===== config.mk =====
export PLATFORM = sky130hd
export DESIGN_NAME = cfg_bitstream_reader
export DESIGN_NICKNAME = d
export VERILOG_FILES = /design/src/rtl/cfg_bitstream_pkg.sv /design/src/rtl/crc16_byte.sv /design/src/rtl/cfg_bitstream_reader.sv
export SDC_FILE = /design/constraint.sdc
export NUM_CORES = 1
export LEC_CHECK = 0
export ABC_AREA = 0
export BUFFER_PORTS_ARGS = -buffer_cell sky130_fd_sc_hd__buf_2
export CORE_MARGIN = 3
export CORE_UTILIZATION = 55
export CTS_CLUSTER_DIAMETER = 100
export DETAILED_ROUTE_END_ITERATION = 10
export GPL_ROUTABILITY_DRIVEN = 0
export GPL_TIMING_DRIVEN = 0
export PLACE_DENSITY = 0.75
export SLEW_MARGIN = 10
export SYNTH_ARGS = -nofsm -noshare
export SYNTH_HDL_FRONTEND = slang
export SYNTH_SLANG_ARGS = --single-unit

===== constraint.sdc =====
create_clock -name clk -period 3.8 [get_ports clk]
set_input_delay 0.76 -clock clk [delete_from_list [all_inputs] [get_ports clk]]
set_output_delay 0.76 -clock clk [all_outputs]
set_load 0.02 [all_outputs]

===== src/rtl/cfg_bitstream_pkg.sv =====
// Shared opcodes, sync word, CRC polynomial and FSM state encoding for the
// LIFCL configuration bitstream reader.
package cfg_bitstream_pkg;

  localparam logic [31:0] PREAMBLE = 32'hFFFF_BDB3;
  localparam logic [15:0] CRC_POLY = 16'h8005;

  localparam logic [7:0] OP_NOOP          = 8'hFF;
  localparam logic [7:0] OP_VERIFY_ID     = 8'hE2;
  localparam logic [7:0] OP_INIT_ADDRESS  = 8'h46;
  localparam logic [7:0] OP_WRITE_ADDRESS = 8'hB4;
  localparam logic [7:0] OP_PROG_INCR_RTI = 8'h82;
  localparam logic [7:0] OP_RESET_CRC     = 8'h3B;
  localparam logic [7:0] OP_PROGRAM_DONE  = 8'h5E;

  typedef enum logic [2:0] {HUNT, CMD, ARGS, PAYLOAD, DATA, CRC2, PAD} state_t;

endpackage


===== src/rtl/crc16_byte.sv =====
// One-byte step of CRC-16 (poly 0x8005, MSB first, no reflection).
module crc16_byte
  import cfg_bitstream_pkg::*;
(
  input  logic [15:0] crc_in,
  input  logic [7:0]  data,
  output logic [15:0] crc_out
);

  always_comb begin
    crc_out = crc_in;
    for (int i = 7; i >= 0; i--) begin
      if (crc_out[15] ^ data[i]) crc_out = {crc_out[14:0], 1'b0} ^ CRC_POLY;
      else                       crc_out = {crc_out[14:0], 1'b0};
    end
  end

endmodule


===== src/rtl/cfg_bitstream_reader.sv =====
// Byte-serial config bitstream decoder: preamble hunt, command decode, and
// zero-latency forwarding of frame data bytes with per-frame CRC check.
module cfg_bitstream_reader
  import cfg_bitstream_pkg::*;
#(
  parameter int FRAME_BYTES = 40,
  parameter int ADDR_W      = 16,
  parameter int MAX_FRAMES  = 4096,
  localparam int IDX_W      = $clog2(FRAME_BYTES)
) (
  input  logic              clk,
  input  logic              rst,
  input  logic              in_valid,
  input  logic [7:0]        in_data,
  output logic              in_ready,
  output logic              frm_valid,
  input  logic              frm_ready,
  output logic [ADDR_W-1:0] frm_addr,
  output logic [IDX_W-1:0]  frm_idx,
  output logic [7:0]        frm_data,
  output logic              frm_last,
  output logic [31:0]       idcode,
  output logic              synced,
  output logic              done,
  output logic              crc_err,
  output logic              cmd_err
);

  localparam int BCW = $clog2((FRAME_BYTES > 4) ? FRAME_BYTES : 4);
  localparam int FCW = $clog2(MAX_FRAMES + 1);

  state_t          state;
  logic [23:0]     shift;
  logic [7:0]      opcode;
  logic [15:0]     operand;   // only the low 16 operand bits are ever consumed
  logic [23:0]     payload;
  logic [BCW-1:0]  bcnt;
  logic [FCW-1:0]  fcnt;
  logic [15:0]     nfr;
  logic [15:0]     crc;
  logic [7:0]      crc_hi;
  logic [15:0]     crc_next;
  logic [15:0]     operand_nxt;
  logic [31:0]     payload_nxt;
  logic            in_data_st;
  logic            acc;

  crc16_byte u_crc (.crc_in(crc), .data(in_data), .crc_out(crc_next));

  assign in_data_st  = (state == DATA);
  assign in_ready    = in_data_st ? frm_ready : 1'b1;
  assign acc         = in_valid & in_ready;
  assign frm_valid   = in_data_st & in_valid;
  assign frm_data    = in_data_st ? in_data : 8'h00;
  assign frm_idx     = in_data_st ? IDX_W'(bcnt) : '0;
  assign frm_last    = in_data_st && (bcnt == BCW'(FRAME_BYTES - 1));
  assign operand_nxt = {operand[7:0], in_data};
  assign payload_nxt = {payload, in_data};

  always_ff @(posedge clk) begin
    if (rst) begin
      state    <= HUNT;
      shift    <= '0;
      opcode   <= '0;
      operand  <= '0;
      payload  <= '0;
      bcnt     <= '0;
      fcnt     <= '0;
      nfr      <= '0;
      crc      <= '0;
      crc_hi   <= '0;
      frm_addr <= '0;
      idcode   <= '0;
      synced   <= 1'b0;
      done     <= 1'b0;
      crc_err  <= 1'b0;
      cmd_err  <= 1'b0;
    end else if (acc) begin
      unique case (state)
        HUNT: begin
          shift <= {shift[15:0], in_data};
          if ({shift, in_data} == PREAMBLE) begin
            state  <= CMD;
            synced <= 1'b1;
            shift  <= '0;
          end
        end
        CMD: begin
          bcnt   <= '0;
          opcode <= in_data;
          case (in_data)
            OP_NOOP: state <= CMD;
            OP_VERIFY_ID, OP_INIT_ADDRESS, OP_WRITE_ADDRESS,
            OP_PROG_INCR_RTI, OP_RESET_CRC, OP_PROGRAM_DONE: state <= ARGS;
            default: begin
              cmd_err <= 1'b1;
              synced  <= 1'b0;
              state   <= HUNT;
            end
          endcase
        end
        ARGS: begin
          operand <= operand_nxt;
          bcnt    <= bcnt + BCW'(1);
          if (bcnt == BCW'(2)) begin
            bcnt <= '0;
            case (opcode)
              OP_VERIFY_ID, OP_WRITE_ADDRESS: state <= PAYLOAD;
              OP_INIT_ADDRESS: begin frm_addr <= '0; state <= CMD; end
              OP_RESET_CRC:    begin crc <= '0;      state <= CMD; end
              OP_PROG_INCR_RTI: begin
                if (operand_nxt == 16'd0 || 32'(operand_nxt) > 32'(MAX_FRAMES)) begin
                  cmd_err <= 1'b1;
                  synced  <= 1'b0;
                  state   <= HUNT;
                end else begin
                  nfr   <= operand_nxt;
                  fcnt  <= '0;
                  state <= DATA;
                end
              end
              OP_PROGRAM_DONE: begin
                done   <= 1'b1;
                synced <= 1'b0;
                state  <= HUNT;
              end
              default: state <= CMD;
            endcase
          end
        end
        PAYLOAD: begin
          payload <= payload_nxt[23:0];
          bcnt    <= bcnt + BCW'(1);
          if (bcnt == BCW'(3)) begin
            bcnt  <= '0;
            state <= CMD;
            if (opcode == OP_VERIFY_ID) idcode   <= payload_nxt;
            else                        frm_addr <= payload_nxt[ADDR_W-1:0];
          end
        end
        DATA: begin
          crc <= crc_next;
          if (bcnt == BCW'(FRAME_BYTES - 1)) begin
            bcnt  <= '0;
            state <= CRC2;
          end else begin
            bcnt <= bcnt + BCW'(1);
          end
        end
        CRC2: begin
          if (bcnt == '0) begin
            crc_hi <= in_data;
            bcnt   <= BCW'(1);
          end else begin
            if ({crc_hi, in_data} != crc) crc_err <= 1'b1;
            bcnt  <= '0;
            state <= PAD;
          end
        end
        PAD: begin
          // a bad frame still advances the address and the frame count
          frm_addr <= frm_addr + ADDR_W'(1);
          crc      <= '0;
          if (16'(fcnt) + 16'd1 == nfr) begin
            state <= CMD;
          end else begin
            fcnt  <= fcnt + FCW'(1);
            state <= DATA;
          end
        end
        default: state <= HUNT;
      endcase
    end
  end

endmodule


==> After elaboration in Yosys (flattened, before gate mapping) <==
Index checks and enable logic that the tools add are counted.
{ "classes": {"add_sub_neg": 4, "mul": 0, "div": 0, "magnitude_cmp": 1, "eq_ne": 40, "shifts": 0, "n_mux": 51, "bitwise_logic": 20, "n_reduce_logical": 30} }
{ "op_table": {"columns": ["cell", "count"], "rows": [
  ["$mux 16", 14],
  ["$pmux 16 s3", 2],
  ["$eq 8x8->1 const B", 7],
  ["$mux 13", 4],
  ["$eq 32x32->1 const B", 1],
  ["$eq 8x7->1 const B", 4],
  ["$pmux 6 s5", 1],
  ["$pmux 13 s2", 1],
  ["$mux 24", 1],
  ["$mux 6", 4],
  ["$not 3->3", 8],
  ["$reduce_and 6->1", 4],
  ["$mux 3", 7],
  ["$pmux 3 s7", 1],
  ["$ne 2x2->1 const B", 10],
  ["$add 16x1->16 const B", 1],
  ["$eq 14x16->1", 1],
  ["$eq 8x6->1 const B", 2],
  ["$gt 16x13->1 const B", 1],
  ["$logic_not 16->1", 1],
  ["$ne 16x16->1", 1],
  ["$reduce_and 4->1", 4],
  ["$add 13x1->14 const B", 1],
  ["$add 13x1->13 const B", 1],
  ["other kinds (32)", 64]
]} }
{ "totals": {"register_bits": 178, "latchBits": 0, "mem_bits_rw": 0, "rom_bits": 0, "inputBits": 12, "output_inout_bits": 69, "word_cells": 162, "mem_count": 0} }

==> Logic depth before layout (Yosys ltp) <==
{ "depth": {"ltp_word": 17, "mapped_depth": 11, "depth_no_buf": 9} }

==> Modules after synthesis <==
A second synthesis with hierarchy kept.
{ "hier_totals": {"cells_unflattened": 1101, "hier_area_um2": 8633.3} }
{ "modules_own_cells": {"columns": ["mod", "n_inst", "cells_each", "area_each_um2", "seq_area_each_um2"], "rows": [
  ["cfg_bitstream_reader", 1, 1073, 8335.5, 3563.4],
  ["crc16_byte", 1, 28, 297.8, 0.0]
]} }

==> Worst setup path before layout <==
No wires, ideal clock.
{ "synth_timing": {"path_type": "input -> register", "startpoint": "in in_data[6]", "endpoint": "reg fcnt[12]", "setup_ps": 117, "arrival_ps": 2473, "required_time_ps": 3683, "path_slack_ps": 1210, "stages": 9, "n_path_buf": 2, "path_cell_list": "clkbuf_1 nor4_1 nand4_1 xnor2_1 o21ai_1 nand2_1 buf_2 a221o_1 a32o_1"} }
{ "synth_between": {"elab_chain_len": 4, "elab_cells_between_ends": 5, "classes_between": "order compare: 1; eq/ne: 1; reduce/logical: 3"} }
{ "synth_rtl": {"columns": ["item", "line_no", "rtl"], "rows": [
  ["start: declaration", "cfg_bitstream_reader.sv:14", "input logic [7:0] in_data,"],
  ["$gt 16x13->1 / $logic_not 16->1 (equally long branches)", "cfg_bitstream_reader.sv:112", "if (operand_nxt == 16'd0 || 32'(operand_nxt) > 32'(MAX_FRAMES)) begin"],
  ["$logic_or 1x1->1 (*)", "cfg_bitstream_reader.sv:112", null],
  ["$ne 2x2->1 (no source line) (*)", null, null],
  ["$reduce_and 6->1 (no source line) (*)", null, null],
  ["end signal: assignment", "cfg_bitstream_reader.sv:167", "fcnt <= fcnt + FCW'(1);"],
  ["end: declaration", "cfg_bitstream_reader.sv:38", "logic [FCW-1:0] fcnt;"]
]} }
Mark *: on every way between the ends. The rest lies on a longest branch, timed or not.
A chain may end at the register's enable or synchronous reset.

==> Worst setup path after layout <==
{ "layout_timing": {"startpoint": "reg fcnt[1]", "endpoint": "reg fcnt[4]"} }
{ "layout_between": {"elab_chain_len": 4, "elab_cells_between_ends": 7, "classes_between": "add/sub: 2; eq/ne: 2; mux: 2; reduce/logical: 1"} }
{ "layout_rtl": {"columns": ["item", "line_no", "rtl"], "rows": [
  ["$add 13x1->14", "cfg_bitstream_reader.sv:164", "if (16'(fcnt) + 16'd1 == nfr) begin"],
  ["$eq 14x16->1", "cfg_bitstream_reader.sv:164", null],
  ["$ne 2x2->1 (no source line)", null, null],
  ["$reduce_and 6->1 (no source line)", null, null]
]} }
Several ways; a longest one is shown, not always the timed one. The select of a mux whose other input is x is not followed.

==> impl_metrics.yaml <==
global_routing:
  overflow: 0
  antenna_found_initial: 0
  first_global_vias: 8119
  grt_max_degree: 17
  grt_pass1_wl_microns: 42500
  gr-usage-all-layers_pct: 29.5
critical_path:
  cp.arrival_ns: 3.48
  regToRegEndpoint: "fcnt[4]"
  cp-end-kind: "flop"
  path_delay_family: "simple AND/OR/NAND/NOR gates"
  worstSetupPathType: "reg2reg"
  crit_chain: "ha_1 -> buf_4 -> nand4_2 -> or3_1 -> a32oi_1 -> nor4b_2 -> nand4_1 -> nor2_1 -> o221a_1"
  cpPeakStageDelay_ns: 0.45
  r2r_setup_slack_ns: 0.69
  path_buf_inv: 1
  worstReg2RegStart: "fcnt[1]"
  critical_path_peak_fanout: 10
  reg2regPathDepth: 9
  cpMaxStageDelayCell: "nor2_1"
  required_ns: 4.17
  cp-startpoint: "fcnt[1]"
  critPathCapture: "fcnt[4]"
  crit_path_start_kind: "flop"
  worst-path-stages: 9
layout:
  final_nets: 1236
  antenna_cells: 0
  utilization_pct: 65.5
  drive_gt1_share_pct: 12.3
  synthToLayoutAreaGrowth_pct: 14.4
floorplanning:
  die-area_sq_um: 17700
  initial_core_util_pct: 57.3
  fp.dieW_microns: 133
  num_rows: 45
  die_y_microns: 133
  io_pins: 81
  coreArea_sq_um: 15500
synthesis:
  synth_largest_area_cell: "dfxtp_1"
  synth_fp_nets: 1144
  synth.cell_area_sq_um: 8900
  netlist_instances: 1127
  synth_seq_area_share_pct: 40.0
  ys.flop_type: "dfxtp_1"
  synth.distinct_cells: 79
  synth-edff-count: 0
  ys_top_cells_by_area: "dfxtp_1 (40%), nand2_1 (9.7%), a21oi_1 (8.0%)"
  ys_warn_count: 0
  synth.top_cell.area_share_pct: 40.0
  yosys_register_bits: 178
  syn_area_per_cell_sq_um: 7.90
  yosys-top-cells-count: "nand2_1 (229), dfxtp_1 (178), a21oi_1 (142)"
  post-synth-top-count-cell: "nand2_1"
  synth-async-reset-ratio_pct: 0
clock_tree:
  cts_tree: "yes"
  cts_hold_buffers: 0
  cts_setup_buffers: 0
  cts_max_path_buffers: 2
  cts_made_buffers: 17
  cts_resized: 0
  clkTransAtPathRegs_ns: 0.07
  worstSkewPairLatency_ns: 0.43
  cts_max_level: 4
  cts_sinks: 178
  cts_root_buf: "clkbuf_16"
timing:
  setup_viol: 0
  max_slew.worst_pin.slew_ns: 1.08
  hold_slack_ns: 0.451
  setup_tns_ns: 0
  slew_headroom_pct: 26.1
  final.min_clock_period_ns: 3.11
  max_freq_mhz: 321
  final.setup.worst_slack_ns: 0.689
  slew_viol_final: 0
  skew_ns: 0.00850
  hold_viol: 0
  grt_setup_unrepaired: "no"
  period_share_pct: 81.9
place:
  dp_slack_ns: 0.528
  dp_hpwl_microns: 18300
  port_buffers: 73
hold_path:
  hold_path.class: "reg2reg"
drt:
  firstDrtPassIters: 9
  drtIter0Drc: 1021
  drc: 1
  ant_nets: 0
  via_per_inst: 6.15
  via_count: 8869
  drt_wl_total_microns: 26600
  wl_per_cell_microns: 18.4
job:
  max_cap_viol_count: 0
power_and_ir_drop:
  power_leakage_nw: 3.68
  peakVddDrop_uv: 310
  finalPower_mw: 4.00
  power.density_nw_per_um2: 393
run_status:
  violations: "design-rule violations"
  run_status: "complete, but fails checks"
[sequential cells by signal (all words and copies together) (netlist names), 13 cells and up]
| signal | cells |
|---|---|
| idcode | 32 |
| payload | 24 |
| shift | 24 |
| crc | 16 |
| frm_addr | 16 |
| nfr | 16 |
| fcnt | 13 |
[worst min path at each step]
stage                from         end  slack [ns]  cells after the start
3_3_place_gp    shift[23]   shift[23]        0.44                      2
5_1_grt         shift[18]   shift[18]        0.47                      2
2_1_floorplan   shift[18]   shift[18]        0.43                      2
6_report        idcode[0]   idcode[0]        0.45                      2
3_5_place_dp   idcode[28]  idcode[28]        0.44                      2
4_1_cts        idcode[28]  idcode[28]        0.45                      2
[kinds of logic after synthesis]
kind of cell	after synthesis	synth area share, %
adders and majority gates	5	0.703
and+or+nand+nor	507	28.1
muxes	25	2.81
xor gates and xnor gates	52	5.60
buffers and inverters	107	5.13
DFF	178	40.0
AOI/OAI and AO/OA	253	17.6
[power by group]
part           leakage, nW  total (mW)  internal, mW  switching (mW)
sequential            1.44        1.88          1.87         0.00694
combinational         1.93       0.168        0.0453           0.123
clock                0.310        1.95          1.19           0.760
[layout by cell type, fill, tap and decap left out, drive strengths merged, types with 3 or more instances in the layout]
master,synthesis,routed
o32ai,4,4
a31oi,7,7
nor3,25,25
bufinv,0,5
or4,6,6
nor2b,7,7
o31ai,4,4
o221ai,3,3
nor4b,5,5
nand2,229,229
clkbuf,69,88
a32o,5,5
a22oi,13,13
o21ai,32,32
nor3b,7,7
o41ai,4,4
a211oi,4,4
nand3,60,60
clkinv,0,3
a2111oi,5,5
nand4,17,17
a21oi,143,143
dfxtp,178,178
nand4b,4,4
ha,5,5
mux2i,25,25
a221oi,4,4
inv,13,15
or3,6,6
nor4bb,3,3
a22o,3,3
and2,18,18
xor2,30,30
nor2,81,81
and4,4,4
buf,25,98
xnor2,20,20
nor4,13,13
and3,8,8
o2bb2ai,3,3
[layer usage]
| layer | part of all wire [%] | vias up | routed length [microns] | global-route usage, % |
|---|---|---|---|---|
| li1 | - | 4137 | - | - |
| met1 | 43 | 4206 | 11400 | 41.1 |
| met2 | 45 | 464 | 11900 | 45.4 |
| met3 | 9.3 | 62 | 2470 | 5.93 |
| met4 | 3.1 | 0 | 825 | 11.4 |
| met5 | 0 | - | 0 | 0 |
[area by class of cell]
type,count,area [sq um]
fillers,1347,5360
inverters,13,48.8
clock buffers,19,443
clock inverters,12,205
well taps,211,264
repair buffers,73,365
plain buffers,94,408
flip-flops and latches,178,3560
multi-input cells,842,4880
[worst min-delay path, delay by kind of cell (launching register included)]
kind	cells	cell delay (ns)
compound gates	1	0.05
flops	1	0.31
simple gates	1	0.05
[metrics by stage]
step           instances  instance area [sq um]
6_report            1442                  10200
5_1_grt             1442                  10200
4_1_cts             1442                  10200
3_5_place_dp        1411                   9530
3_3_place_gp        1411                   9530
2_1_floorplan       1127                   8900
Power figures use the tool's default switching activity.
